## src/rtl/fadd_unpack.sv

```systemverilog
// fadd_unpack: operand front end of the binary32 add/sub pipeline.
// Unpacks two raw operands, classifies special values, orders them by
// magnitude and computes the alignment shift, through a two-stage
// valid/ready pipeline with full throughput and backpressure.
// Ports:
//   clk, rst             clock, synchronous active-high reset
//   in_valid/in_ready    operand handshake (op_a, op_b, sub)
//   out_valid/out_ready  result handshake
//   sign_big/small, exp_big, mant_big/small, shift_amt, eff_sub,
//   special, special_result   ordered/unpacked operand bundle
module fadd_unpack #(
  parameter int unsigned SHIFT_MAX = 26,
  parameter int unsigned SHW       = 5
) (
  input  logic           clk,
  input  logic           rst,
  input  logic           in_valid,
  output logic           in_ready,
  input  logic [31:0]    op_a,
  input  logic [31:0]    op_b,
  input  logic           sub,
  output logic           out_valid,
  input  logic           out_ready,
  output logic           sign_big,
  output logic           sign_small,
  output logic [7:0]     exp_big,
  output logic [23:0]    mant_big,
  output logic [23:0]    mant_small,
  output logic [SHW-1:0] shift_amt,
  output logic           eff_sub,
  output logic           special,
  output logic [31:0]    special_result
);

  localparam int unsigned EW = 8;
  localparam int unsigned MW = 24;
  localparam logic [31:0] QNAN = 32'h7FC0_0000;

  // One unpacked operand as held in stage 1.
  typedef struct packed {
    logic          sign;   // effective sign
    logic [EW-1:0] exp_f;  // raw exponent field (magnitude compare)
    logic [EW-1:0] exp_e;  // effective exponent (denormals use 1)
    logic [MW-1:0] mant;   // {hidden, frac}
    logic          zero;
    logic          inf;
    logic          nan;
  } opnd_t;

  function automatic opnd_t unpack(input logic [31:0] w, input logic flip);
    opnd_t o;
    logic  exp_zero;
    logic  exp_ones;
    logic  frac_zero;
    exp_zero  = (w[30:23] == '0);
    exp_ones  = (w[30:23] == '1);
    frac_zero = (w[22:0] == '0);
    o.sign  = w[31] ^ flip;
    o.exp_f = w[30:23];
    o.exp_e = exp_zero ? EW'(1) : w[30:23];
    o.mant  = {~exp_zero, w[22:0]};
    o.zero  = exp_zero & frac_zero;
    o.inf   = exp_ones & frac_zero;
    o.nan   = exp_ones & ~frac_zero;
    return o;
  endfunction

  // Handshake enables.
  logic  s1_valid_q;
  opnd_t s1_a_q, s1_b_q;
  logic  en1, en2;

  assign en2      = ~out_valid | out_ready;
  assign en1      = ~s1_valid_q | en2;
  assign in_ready = en1;

  // Stage 1: unpack.
  always_ff @(posedge clk) begin
    if (rst) begin
      s1_valid_q <= 1'b0;
      s1_a_q     <= '0;
      s1_b_q     <= '0;
    end else if (en1) begin
      s1_valid_q <= in_valid;
      if (in_valid) begin
        s1_a_q <= unpack(op_a, 1'b0);
        s1_b_q <= unpack(op_b, sub);
      end
    end
  end

  // Stage 2 combinational: order, shift, classify.
  opnd_t         big_c, small_c;
  logic [EW-1:0] diff_c;
  logic [SHW-1:0] shift_c;
  logic          special_c;
  logic [31:0]   special_res_c;

  always_comb begin
    big_c         = s1_a_q;
    small_c       = s1_b_q;
    // A wins ties so that x - x orders deterministically.
    if ({s1_a_q.exp_f, s1_a_q.mant[MW-2:0]} < {s1_b_q.exp_f, s1_b_q.mant[MW-2:0]}) begin
      big_c   = s1_b_q;
      small_c = s1_a_q;
    end
    // big has exp field >= small, so effective exponents never underflow.
    diff_c  = big_c.exp_e - small_c.exp_e;
    shift_c = (diff_c > EW'(SHIFT_MAX)) ? SHW'(SHIFT_MAX) : SHW'(diff_c);

    special_c     = 1'b0;
    special_res_c = '0;
    if (s1_a_q.nan | s1_b_q.nan) begin
      special_c     = 1'b1;
      special_res_c = QNAN;
    end else if (s1_a_q.inf & s1_b_q.inf & (s1_a_q.sign != s1_b_q.sign)) begin
      special_c     = 1'b1;
      special_res_c = QNAN;
    end else if (s1_a_q.inf) begin
      special_c     = 1'b1;
      special_res_c = {s1_a_q.sign, 8'hFF, 23'd0};
    end else if (s1_b_q.inf) begin
      special_c     = 1'b1;
      special_res_c = {s1_b_q.sign, 8'hFF, 23'd0};
    end else if (s1_a_q.zero & s1_b_q.zero) begin
      special_c     = 1'b1;
      special_res_c = {s1_a_q.sign & s1_b_q.sign, 31'd0};
    end
  end

  // Stage 2 output registers.
  always_ff @(posedge clk) begin
    if (rst) begin
      out_valid      <= 1'b0;
      sign_big       <= 1'b0;
      sign_small     <= 1'b0;
      exp_big        <= '0;
      mant_big       <= '0;
      mant_small     <= '0;
      shift_amt      <= '0;
      eff_sub        <= 1'b0;
      special        <= 1'b0;
      special_result <= '0;
    end else if (en2) begin
      out_valid <= s1_valid_q;
      if (s1_valid_q) begin
        sign_big       <= big_c.sign;
        sign_small     <= small_c.sign;
        exp_big        <= big_c.exp_e;
        mant_big       <= big_c.mant;
        mant_small     <= small_c.mant;
        shift_amt      <= shift_c;
        eff_sub        <= big_c.sign ^ small_c.sign;
        special        <= special_c;
        special_result <= special_res_c;
      end
    end
  end

endmodule

```

## config.mk

```make
export PLATFORM = sky130hd
export DESIGN_NAME = fadd_unpack
export DESIGN_NICKNAME = d
export VERILOG_FILES = /design/src/rtl/fadd_unpack.sv
export SDC_FILE = /design/constraint.sdc
export NUM_CORES = 1
export LEC_CHECK = 0
export ABC_CLOCK_PERIOD_IN_PS = 7150
export BUFFER_PORTS_ARGS = -buffer_cell sky130_fd_sc_hd__buf_2
export CORE_MARGIN = 8
export CORE_UTILIZATION = 35
export DETAILED_ROUTE_END_ITERATION = 10
export SYNTH_ARGS = -nofsm -noshare
export SYNTH_HDL_FRONTEND = slang
export SYNTH_SLANG_ARGS = --single-unit
```

## constraint.sdc

```tcl
create_clock -name clk -period 7.15 [get_ports clk]
set_clock_uncertainty 0.15 [all_clocks]
set_input_delay 1.43 -clock clk [delete_from_list [all_inputs] [get_ports clk]]
set_output_delay 1.43 -clock clk [all_outputs]
set_load 0.005 [all_outputs]
```

==> reports/qor.txt <==
status = finished clean
Sink Count = 158
fin nets = 1158
largest net degree at the start of global routing = 112
top cells by area, synth = dfxtp_1 (42%), a21oi_1 (8.5%), nand2_1 (8.5%)
final period demand of the worst path = 4550 ps
Post-CTS Setup Bufs = 0
P per Cell Area = 261 nW/um^2
FF+latch count, synth = 158
Max Root-Sink Buffers = 2
Max-slew headroom = 28.3%
share of cells above drive strength 1 = 17.6%
share of the synthesized area in the top cell type = 41.5%
# IOs = 168
Setup violations, final = 0
Max rail drop VDD = 0.140 mV
Inserted Diodes = 0
Routed WL per cell = 15.6 um
RSZ-0062 raised after global routing = false
antenna violations before repair = 1
Clk Latency, worst-skew pair = 430 ps
Slew @ Worst Pin = 1070 ps
Placed Instances = 1318
via count = 6663
Final Hold Viols = 0
Initial Util = 35.2%
WP data required = 7320 ps
vias in the first global route = 6170
dpl hpwl = 15.3 mm
Worst-path clk slew = 60 ps
synthesized area = 7620 um^2
number of cells on the worst hold path = 2
CTS root buffer = clkbuf_16
CP Capture Type = register
met3 usage = 3.93%
row count = 54
Top FF cell, synth = dfxtp_1
Setup TNS = 0 ps
post-synthesis cell type count = 50
gpl congestion = 0.833
First-pass DRT Iterations = 4
Mapped Cells = 961
most frequent cells in the layout = nand2_1 (171), dfxtp_1 (158), buf_2 (144), a21oi_1 (130), nor2_1 (108)
Synth-to-Final Area Change = 18.1%
gr busiest metal = met2
DR vias/cell = 4.94
worst hold margin = 304 ps
Final period util = 63.7%
grt met1 use = 19.9%
Chip Width = 164 um
first-pass GRT wire length = 32.8 mm
Leak = 3.82 nW
height of the die = 164 um
number of enable flip-flop cells after synthesis = 0
fin. max-slew vios = 0
Cell Count, Final, Fillers Out = 1349
met2 Use GR = 25.1%
CP Launch Type = register
H-tree lvl count = 4
CP Class = register to register
DRT antenna net count = 0
CTS tree = yes
Max Cap Viol = 0
post-CTS sizing = 0
commonest non-fill, non-tap cell in the layout = nand2_1
Std-Cell Core Area = 21600 um^2
Max Fclk = 220 MHz
Die ar. = 26700 um^2
Hold Crit Class = register to register
hold buffer count at cts = 0
Reg2Reg Depth = 17
number of buffers created by CTS = 17
post-synthesis sequential area ratio = 41.5%
grt ovf = 0
Crit Path Max Fanout = 28
post-synthesis async set-or-reset flop share = 0%
DRC viols = 0
Synth Area per Inst = 7.93 um^2
IO Port Bufs = 145
Yosys top cell by area = dfxtp_1
DR iter-0 viols = 416
final core occ = 41.6%
Yosys warnings = 0
Total Wirelength = 21.1 mm
Total GRT Usage = 15.5%
Critical Path AT = 4720 ps
-- routing by layer --
| layer | up-vias | wire length, um |
|---|---|---|
| li1 | 3453 | - |
| met1 | 3057 | 9690 |
| met2 | 129 | 9970 |
| met3 | 22 | 1090 |
| met4 | 2 | 290 |
| met5 | - | 8 |
-- metrics by stage --
stage	worst slack, ps	cell area (um^2)	total power, mW
finish	2600	8990	2.35
global route	2270	8990	2.46
CTS	2510	8990	2.37
detailed placement	2570	8360	1.40
global placement	2740	8360	1.39
floorplan	2800	7690	1.28
-- final cells by class --
class,instances,area (um^2)
tap,280,350
clock inverter,10,161
multi-input combinational,692,3940
fill,2260,12600
timing repair buffer,150,766
inverter,38,143
sequential,158,3160
clock buffer,21,470
-- path summary, 6_finish.rpt --
check | from | end | slack, ps
worst max-delay path | s1_b_q[9] | shift_amt[2] | 2600
worst min-delay path | s1_b_q[38] | s1_b_q[38] | 300
worst max register to register | s1_b_q[9] | shift_amt[2] | 2600
worst min register to register | s1_b_q[38] | s1_b_q[38] | 300
-- state kept, by name, summed over array words and instances (netlist names) --
name            count
s1_b_q             44
shift_amt           5
special             1
mant_small         24
out_valid           1
sign_big            1
s1_valid_q          1
s1_a_q             44
eff_sub             1
mant_big           24
sign_small          1
special_result      3
exp_big             8
-- critical path: stages, from the launching register on --
cell and delay, ps:
dfxtp_1 360, inv_1 70, ha_1 290, nand2_1 60, o21ai_0 150, a21oi_1 80
o41ai_1 760, a21oi_4 390, nor2_1 180, a22oi_1 100, ha_1 240, a211oi_1 470
o21bai_1 140, a221o_1 270, nand4_1 100, nor2_1 60, mux2_4 300, a32o_1 260
-- Yosys cell counts (2+ instances only) --
| cell type | instances |
|---|---|
| xor2_1 | 5 |
| and2_1 | 3 |
| xnor2_1 | 8 |
| o21ai_0 | 16 |
| nand4_1 | 8 |
| nand2b_1 | 6 |
| o211ai_1 | 3 |
| o21ai_1 | 2 |
| dfxtp_1 | 158 |
| a21oi_1 | 130 |
| clkbuf_1 | 57 |
| buf_4 | 29 |
| and3_1 | 3 |
| a22oi_1 | 6 |
| nand2_1 | 172 |
| nor2b_1 | 9 |
| mux2i_1 | 38 |
| nor3b_1 | 3 |
| o41ai_1 | 2 |
| nor2_1 | 108 |
| nor4_1 | 16 |
| maj3_1 | 2 |
| inv_1 | 38 |
| nand3_1 | 5 |
| buf_1 | 7 |
| ha_1 | 32 |
| a211oi_1 | 63 |
| a31oi_1 | 2 |
| a32o_1 | 3 |
| nor3_1 | 7 |
-- kinds of logic (layout without fill, tap and decap cells) --
family / count (synthesis) / after routing / synth area share (%)
xor+xnor: 13 / 13 / 1.49
simple gates: 347 / 347 / 19.5
mux: 39 / 39 / 5.19
compound gates: 237 / 237 / 18.7
flops: 158 / 158 / 41.5
fa+ha+maj: 34 / 34 / 5.52
buf+inv: 132 / 219 / 8.03
other cells: 1 / 22 / 0.0492
-- where the power goes --
group          internal (mW)  total [mW]  switching [mW]
combinational          0.159       0.397           0.238
sequential             0.934       0.976          0.0419
clock                  0.609       0.978           0.369
total                   1.70        2.35           0.648
No activity file was read; power rests on OpenSTA's default activity.
